--- config.mk ---
export PLATFORM = sky130hd
export DESIGN_NAME = seg7_scan_driver
export DESIGN_NICKNAME = d
export VERILOG_FILES = /design/src/rtl/seg7_scan_driver.sv
export SDC_FILE = /design/constraint.sdc
export NUM_CORES = 1
export LEC_CHECK = 0
export ABC_AREA = 1
export CAP_MARGIN = 20
export CORE_MARGIN = 4
export CORE_UTILIZATION = 43
export DETAILED_ROUTE_END_ITERATION = 10
export SYNTH_ARGS = -nofsm -noshare
export SYNTH_HDL_FRONTEND = slang
export SYNTH_SLANG_ARGS = --single-unit
--- constraint.sdc ---
create_clock -name clk100MHz -period 3.1 [get_ports clk100MHz]
set_clock_uncertainty 0.05 [all_clocks]
set_input_delay 0.62 -clock clk100MHz [delete_from_list [all_inputs] [get_ports clk100MHz]]
set_output_delay 0.62 -clock clk100MHz [all_outputs]
set_load 0.01 [all_outputs]
--- src/rtl/seg7_scan_driver.sv ---
// Scans four BCD digits onto a common-anode 7-segment display, with a per-frame snapshot and a separator dot.
// Latency: an/seg/dp are registered and follow a slot change one clock after the prescaler tick.
// Backpressure: none; the digit inputs are sampled only at the frame boundary and are never stalled.
//
// Ports:
//   clk100MHz  - system clock (only clock)
//   rst        - asynchronous active-high reset; blanks the display immediately
//   tenminout, oneminout, tensecout, onesecout - BCD digits from the time source
//   dp_blink   - 1: separator dot blinks with the blink counter, 0: dot steady on
//   seg[6:0]   - segment cathodes, active-low, seg[0]=a .. seg[6]=g
//   dp         - decimal-point cathode, active-low
//   an[3:0]    - digit anodes, active-low, an[0]=onesec .. an[3]=tenmin
module seg7_scan_driver #(
    parameter int REFRESH_DIV = 100000,
    parameter int BLINK_DIV   = 50000000,
    parameter bit BLANK_LEAD  = 1'b1
) (
    input  logic       clk100MHz,
    input  logic       rst,
    input  logic [3:0] tenminout,
    input  logic [3:0] oneminout,
    input  logic [3:0] tensecout,
    input  logic [3:0] onesecout,
    input  logic       dp_blink,
    output logic [6:0] seg,
    output logic       dp,
    output logic [3:0] an
);

    localparam int PW = (REFRESH_DIV > 1) ? $clog2(REFRESH_DIV) : 1;
    localparam int BW = (BLINK_DIV > 1) ? $clog2(BLINK_DIV) : 1;
    localparam logic [PW-1:0] PRE_LAST   = PW'(REFRESH_DIV - 1);
    localparam logic [BW-1:0] BLINK_LAST = BW'(BLINK_DIV - 1);

    // Segment patterns, active-low, bit order gfedcba.
    function automatic logic [6:0] seg_decode(input logic [3:0] bcd);
        logic [6:0] pat;
        case (bcd)
            4'd0:    pat = 7'b1000000;
            4'd1:    pat = 7'b1111001;
            4'd2:    pat = 7'b0100100;
            4'd3:    pat = 7'b0110000;
            4'd4:    pat = 7'b0011001;
            4'd5:    pat = 7'b0010010;
            4'd6:    pat = 7'b0000010;
            4'd7:    pat = 7'b1111000;
            4'd8:    pat = 7'b0000000;
            4'd9:    pat = 7'b0010000;
            default: pat = 7'b0111111; // non-BCD shows a dash
        endcase
        return pat;
    endfunction

    logic [PW-1:0]     pre_q, pre_d;
    logic [BW-1:0]     blink_cnt_q, blink_cnt_d;
    logic              blink_phase_q, blink_phase_d;
    logic [1:0]        idx_q, idx_d;
    logic [3:0][3:0]   snap_q, snap_d;    // [0]=onesec .. [3]=tenmin
    logic              frame_valid_q, frame_valid_d;
    logic [3:0]        an_q, an_d;
    logic [6:0]        seg_q, seg_d;
    logic              dp_q, dp_d;

    logic              tick;
    logic              frame_wrap;
    logic              blink_wrap;
    logic [3:0]        digit;

    always_comb begin
        tick          = (pre_q == PRE_LAST);
        pre_d         = tick ? '0 : pre_q + PW'(1);

        // Blink timebase runs free of the prescaler.
        blink_wrap    = (blink_cnt_q == BLINK_LAST);
        blink_cnt_d   = blink_wrap ? '0 : blink_cnt_q + BW'(1);
        blink_phase_d = blink_phase_q ^ blink_wrap;

        idx_d         = tick ? idx_q + 2'd1 : idx_q;

        // All four digits are captured together at the 3->0 wrap so a frame never mixes old and new time.
        frame_wrap    = tick && (idx_q == 2'd3);
        snap_d        = frame_wrap ? {tenminout, oneminout, tensecout, onesecout} : snap_q;
        frame_valid_d = frame_valid_q | frame_wrap;

        // Outputs are computed from next-state values so the slot change and a fresh snapshot
        // appear together one clock after the tick.
        digit = snap_d[idx_d];
        an_d  = 4'b1111;
        seg_d = 7'b1111111;
        dp_d  = 1'b1;
        if (frame_valid_d) begin
            if (!(BLANK_LEAD && (idx_d == 2'd3) && (digit == 4'd0))) begin
                an_d  = ~(4'b0001 << idx_d);
                seg_d = seg_decode(digit);
            end
            if ((idx_d == 2'd2) && (!dp_blink || blink_phase_d)) begin
                dp_d = 1'b0;
            end
        end
    end

    always_ff @(posedge clk100MHz or posedge rst) begin
        if (rst) begin
            pre_q         <= '0;
            blink_cnt_q   <= '0;
            blink_phase_q <= 1'b0;
            idx_q         <= 2'd0;
            snap_q        <= '0;
            frame_valid_q <= 1'b0;
            an_q          <= 4'b1111;
            seg_q         <= 7'b1111111;
            dp_q          <= 1'b1;
        end else begin
            pre_q         <= pre_d;
            blink_cnt_q   <= blink_cnt_d;
            blink_phase_q <= blink_phase_d;
            idx_q         <= idx_d;
            snap_q        <= snap_d;
            frame_valid_q <= frame_valid_d;
            an_q          <= an_d;
            seg_q         <= seg_d;
            dp_q          <= dp_d;
        end
    end

    assign an  = an_q;
    assign seg = seg_q;
    assign dp  = dp_q;

endmodule

-- Word level (Yosys, flattened, before mapping)
Memories as Yosys holds them, arrays and structs flattened.
Cells that the tools add are included.
- register bits: 75
- memory bits (read-only): 112
- bits of input ports: 19
- memories: 1
- add/subtract/negate cells: 3
- $lt $le $gt $ge: 1
- equality and inequality tests: 5
- shift-type cells: 1
- mux-type cells: 12
- bitwise operators: 3
- reduce and logical (&&, ||, !) cells: 6
- memories (memory ; words ; bits a word ; rd ports ; clocked after Yosys merged registers in ; write ports ; RTL line ; source):
    (name not given) ; 16 ; 7 ; 1 ; 0 ; 0 ; 38 ; case (bcd)
- operators by type and width (operator ; count):
    $add A26 B1 Y26 const B ; 1
    $eq A26 B26 Y1 const B ; 1
    $mux W26 ; 1
    $add A17 B1 Y17 const B ; 1
    $eq A17 B17 Y1 const B ; 1
    $mux W17 ; 1
    $mux W16 ; 1
    $mux W7 ; 2
    $mux W4 ; 3
    $bmux W4 S2 ; 1
    $eq A2 B2 Y1 const B ; 3
    $logic_not A4 Y1 ; 1
    $not A4 Y4 ; 1
    $shl A1 B2 Y4 const A ; 1
    $logic_and A1 B1 Y1 ; 3
    $lt A2 B3 Y1 const B ; 1
    $add A2 B1 Y2 const B ; 1
    $mux W1 ; 2
    $mux W2 ; 1
    $logic_not A1 Y1 ; 1
    $logic_or A1 B1 Y1 ; 1
    $or A1 B1 Y1 ; 1
    $xor A1 B1 Y1 ; 1

-- Depth between registers and ports, before layout
- depth after elaboration: 9
- gate-level depth with buffers: 19
- gate-level depth less buffers: 19

-- Worst setup path after synthesis
Ideal clock, no wire load.
- path kind: register to register
- start point: register pre_q[0]
- end point: register seg_q[3] (netlist: seg[3])
- library setup time: 0.087 ns
- arrival time: 2.160 ns
- data required time: 2.963 ns
- path slack: 0.802 ns
- cell stages (with the launch flop): 18
- buffers on the path: 2
- path through: dfrtp_1 -> ha_1 -> nand3_2 -> nor2_4 -> buf_6 -> nand4_4 -> buf_6 -> nand2_1 -> nand2_1 -> nand2_1 -> nand2_1 -> nor2_2 -> inv_1 -> ha_1 -> nor2_1 -> nor2_1 -> nand2_1 -> nand3_1
- RTL lines (element ; RTL line ; source):
    from (decl) ; 54 ; logic [PW-1:0] pre_q, pre_d;
    from (signal assigned) ; 114 ; pre_q <= pre_d;
    to (signal assigned) ; 121 ; seg_q <= seg_d;
    to (decl) ; 61 ; logic [6:0] seg_q, seg_d;

==> run summary <==
outcome - finished, final reports clean
placement row count - 35
Die Y - 105 um
crit path DAT - 2.92 ns
Layout area overhead - 14.9%
YS warnings - 0
Initial DRC Count - 117
Setup crit end kind - flop
pin count of the biggest net entering global routing - 76
crit-path most repeated cell - nand2_1
pwr dens - 370 nW/um^2
HP Class - flop to flop
max frequency - 0.371 GHz
post-route ant nets - 0
final net count - 565
EDFF count, synth - 0
min-delay src - blink_cnt_q[0]
Gate Count Post-Synth - 499
Hold Path Sink - blink_cnt_q[0]
num ports - 31
CTS HTree Levels - 3
r2r endpoint - seg[0]
Inserted Clock Buffers - 9
routed wire length - 8340 um
worst relative slew slack - 47.2%
largest delay contributor family on the critical path - simple AND/OR/NAND/NOR gates
port buffer count - 30
CTS max path bufs - 2
Vias/cell - 4.91
Max Cap Viol - 0
final period utilization - 86.9%
CTS tree - yes
Slew Viols, Final - 0
Tot Pwr - 0.00173 W
Crit Path Category - flop to flop
FF+latch count, synth - 75
grt total ovfl - 0
minimum clock period - 2.69 ns
Clock transition at path regs - 0.09 ns
Worst-Margin Slew - 0.786 ns
core area - 9200 sq um
CP Max Fanout - 11
CP Launch Type - flop
Avg Cell Area, Syn - 8.14 sq um
final hold vios - 0
DR vias - 3,208
peak supply drop - 0.176 mV
# clock sinks - 75
leakage power - 2.20 nW
final setup fails - 0
Top FF cell, synth - dfrtp_1
hold depth - 1
Initial Utilization - 44.2%
post-synthesis instance area - 4060 sq um
Post-CTS Setup Inserts - 0
RD Place Congestion - 0.853
clk_lat worst skew - 0.35 ns
share of layout cells above drive strength 1 - 15.3%
CTS Hold Bufs - 0
DRC - 0
syn nets - 527
most frequent cells in the layout - nand2_1, inv_1, dfrtp_1
R2R cell count - 14
max incr delay on CP - 0.38 ns
crit path cell chain - ha_1, nand3_2, nor2_4, nand3_4, nor2_2, nand2_1, nand2_2, nand2_1, nand2_1, nor2_4, ha_1, or2_0, nand2_1, nand3_1
post-synthesis cell type count - 42
CP max stage cell - dfrtp_1
cts repair resizes - 0
Die Wd - 105 um
drt wl/cell - 12.8 um
drt pass-1 iters - 4
first-pass GRT wire length - 14,400 um
fraction of registers with async set/reset - 100%
hold slack - 0.428 ns
initial antenna violation count - 0
crit path from - pre_q[0]
number of global-route vias before repair - 3,120
register area share after synthesis - 46.6%
ANT cells - 0
Total Routing Usage GR - 16.0%
origin of the critical flop-to-flop path - pre_q[0]
WP data required - 3.33 ns
Reg2Reg Setup Slack - 0.41 ns
DP Wirelength - 6120 um
worst path bufs/invs - 0
die area - 11,100 sq um
clock root buffer - clkbuf_8
RSZ-0062 raised after global routing - no
commonest non-fill, non-tap cell in the layout - nand2_1
setup TNS - 0 ns
-- area by class of cell --
type                       count  area (sq um)
sequential                    75          1890
inverter                      80           302
tap                          111           139
timing repair buffer          31           320
clock buffer                   9           124
clock inverter                 7          58.8
multi-input combinational    340          1830
fill                         866          4530
-- state kept, by name, indices dropped and copies added (netlist names) --
name and count:
an 4, idx_q 2, dp 1, seg 7
blink_phase_q 1, blink_cnt_q 26, pre_q 17, frame_valid_q 1
snap_q 16
-- layer usage --
layer / vias to the layer above / part of all wire, % / track usage, %
met3: 7 / 2.8 / 2.84
li1: 1654 / - / -
met1: 1500 / 47 / 20.6
met2: 47 / 49 / 26.5
met5: - / 0 / 0
met4: 0 / 1.5 / 6.37
-- report_power, final --
| part | switching, W | total (W) | internal (W) |
|---|---|---|---|
| sequential | 0 | 0.000978 | 0.000978 |
| clock | 0.000402 | 0.000704 | 0.000302 |
| combinational | 0.0000227 | 0.0000453 | 0.0000225 |
-- per-stage QoR --
step                      util (%)  area (sq um)  std cells  setup slack (ns)
after CTS                     50.8          4670        653             0.349
after global placement        48.8          4490        637             0.491
after floorplan                  -          4060        499             0.540
after detailed placement      48.8          4490        637             0.359
final                         50.8          4670        653             0.407
after global routing          50.8          4670        653            0.0734
-- worst max path at each step --
stage	end	slack, ns	cells after the start
after floorplan	blink_cnt_q[0]	0.54	1
after global placement	seg[0]	0.49	14
after detailed placement	seg[0]	0.36	14
after CTS	seg[0]	0.35	14
after global routing	seg[6]	0.07	15
final	seg[0]	0.41	14
-- cell families (layout without fill, tap and decap cells) --
group	count (synthesis)	count (layout)	synth area share (%)
buf+inv	84	127	8.29
xor+xnor	10	10	2.16
flops	75	75	46.6
fa+ha+maj	9	9	2.77
simple gates	293	293	35.7
compound gates	28	28	4.50
-- Yosys cell counts (4+ instances only) --
cell type / count / area, sq um
nand2_1: 133 / 499
inv_1: 74 / 278
dfrtp_1: 63 / 1580
nor2_1: 48 / 180
nand3_1: 29 / 145
nand2_2: 19 / 119
nand4_1: 15 / 93.8
nor3_1: 13 / 65.1
dfstp_2: 12 / 315
a21oi_1: 11 / 55.1
ha_1: 9 / 113
nor2_2: 9 / 56.3
xor2_1: 9 / 78.8
nor2_4: 7 / 78.8
nor4_1: 5 / 31.3
inv_2: 4 / 15.0
o21ai_0: 4 / 20.0
Power figures use the tool's default switching activity.
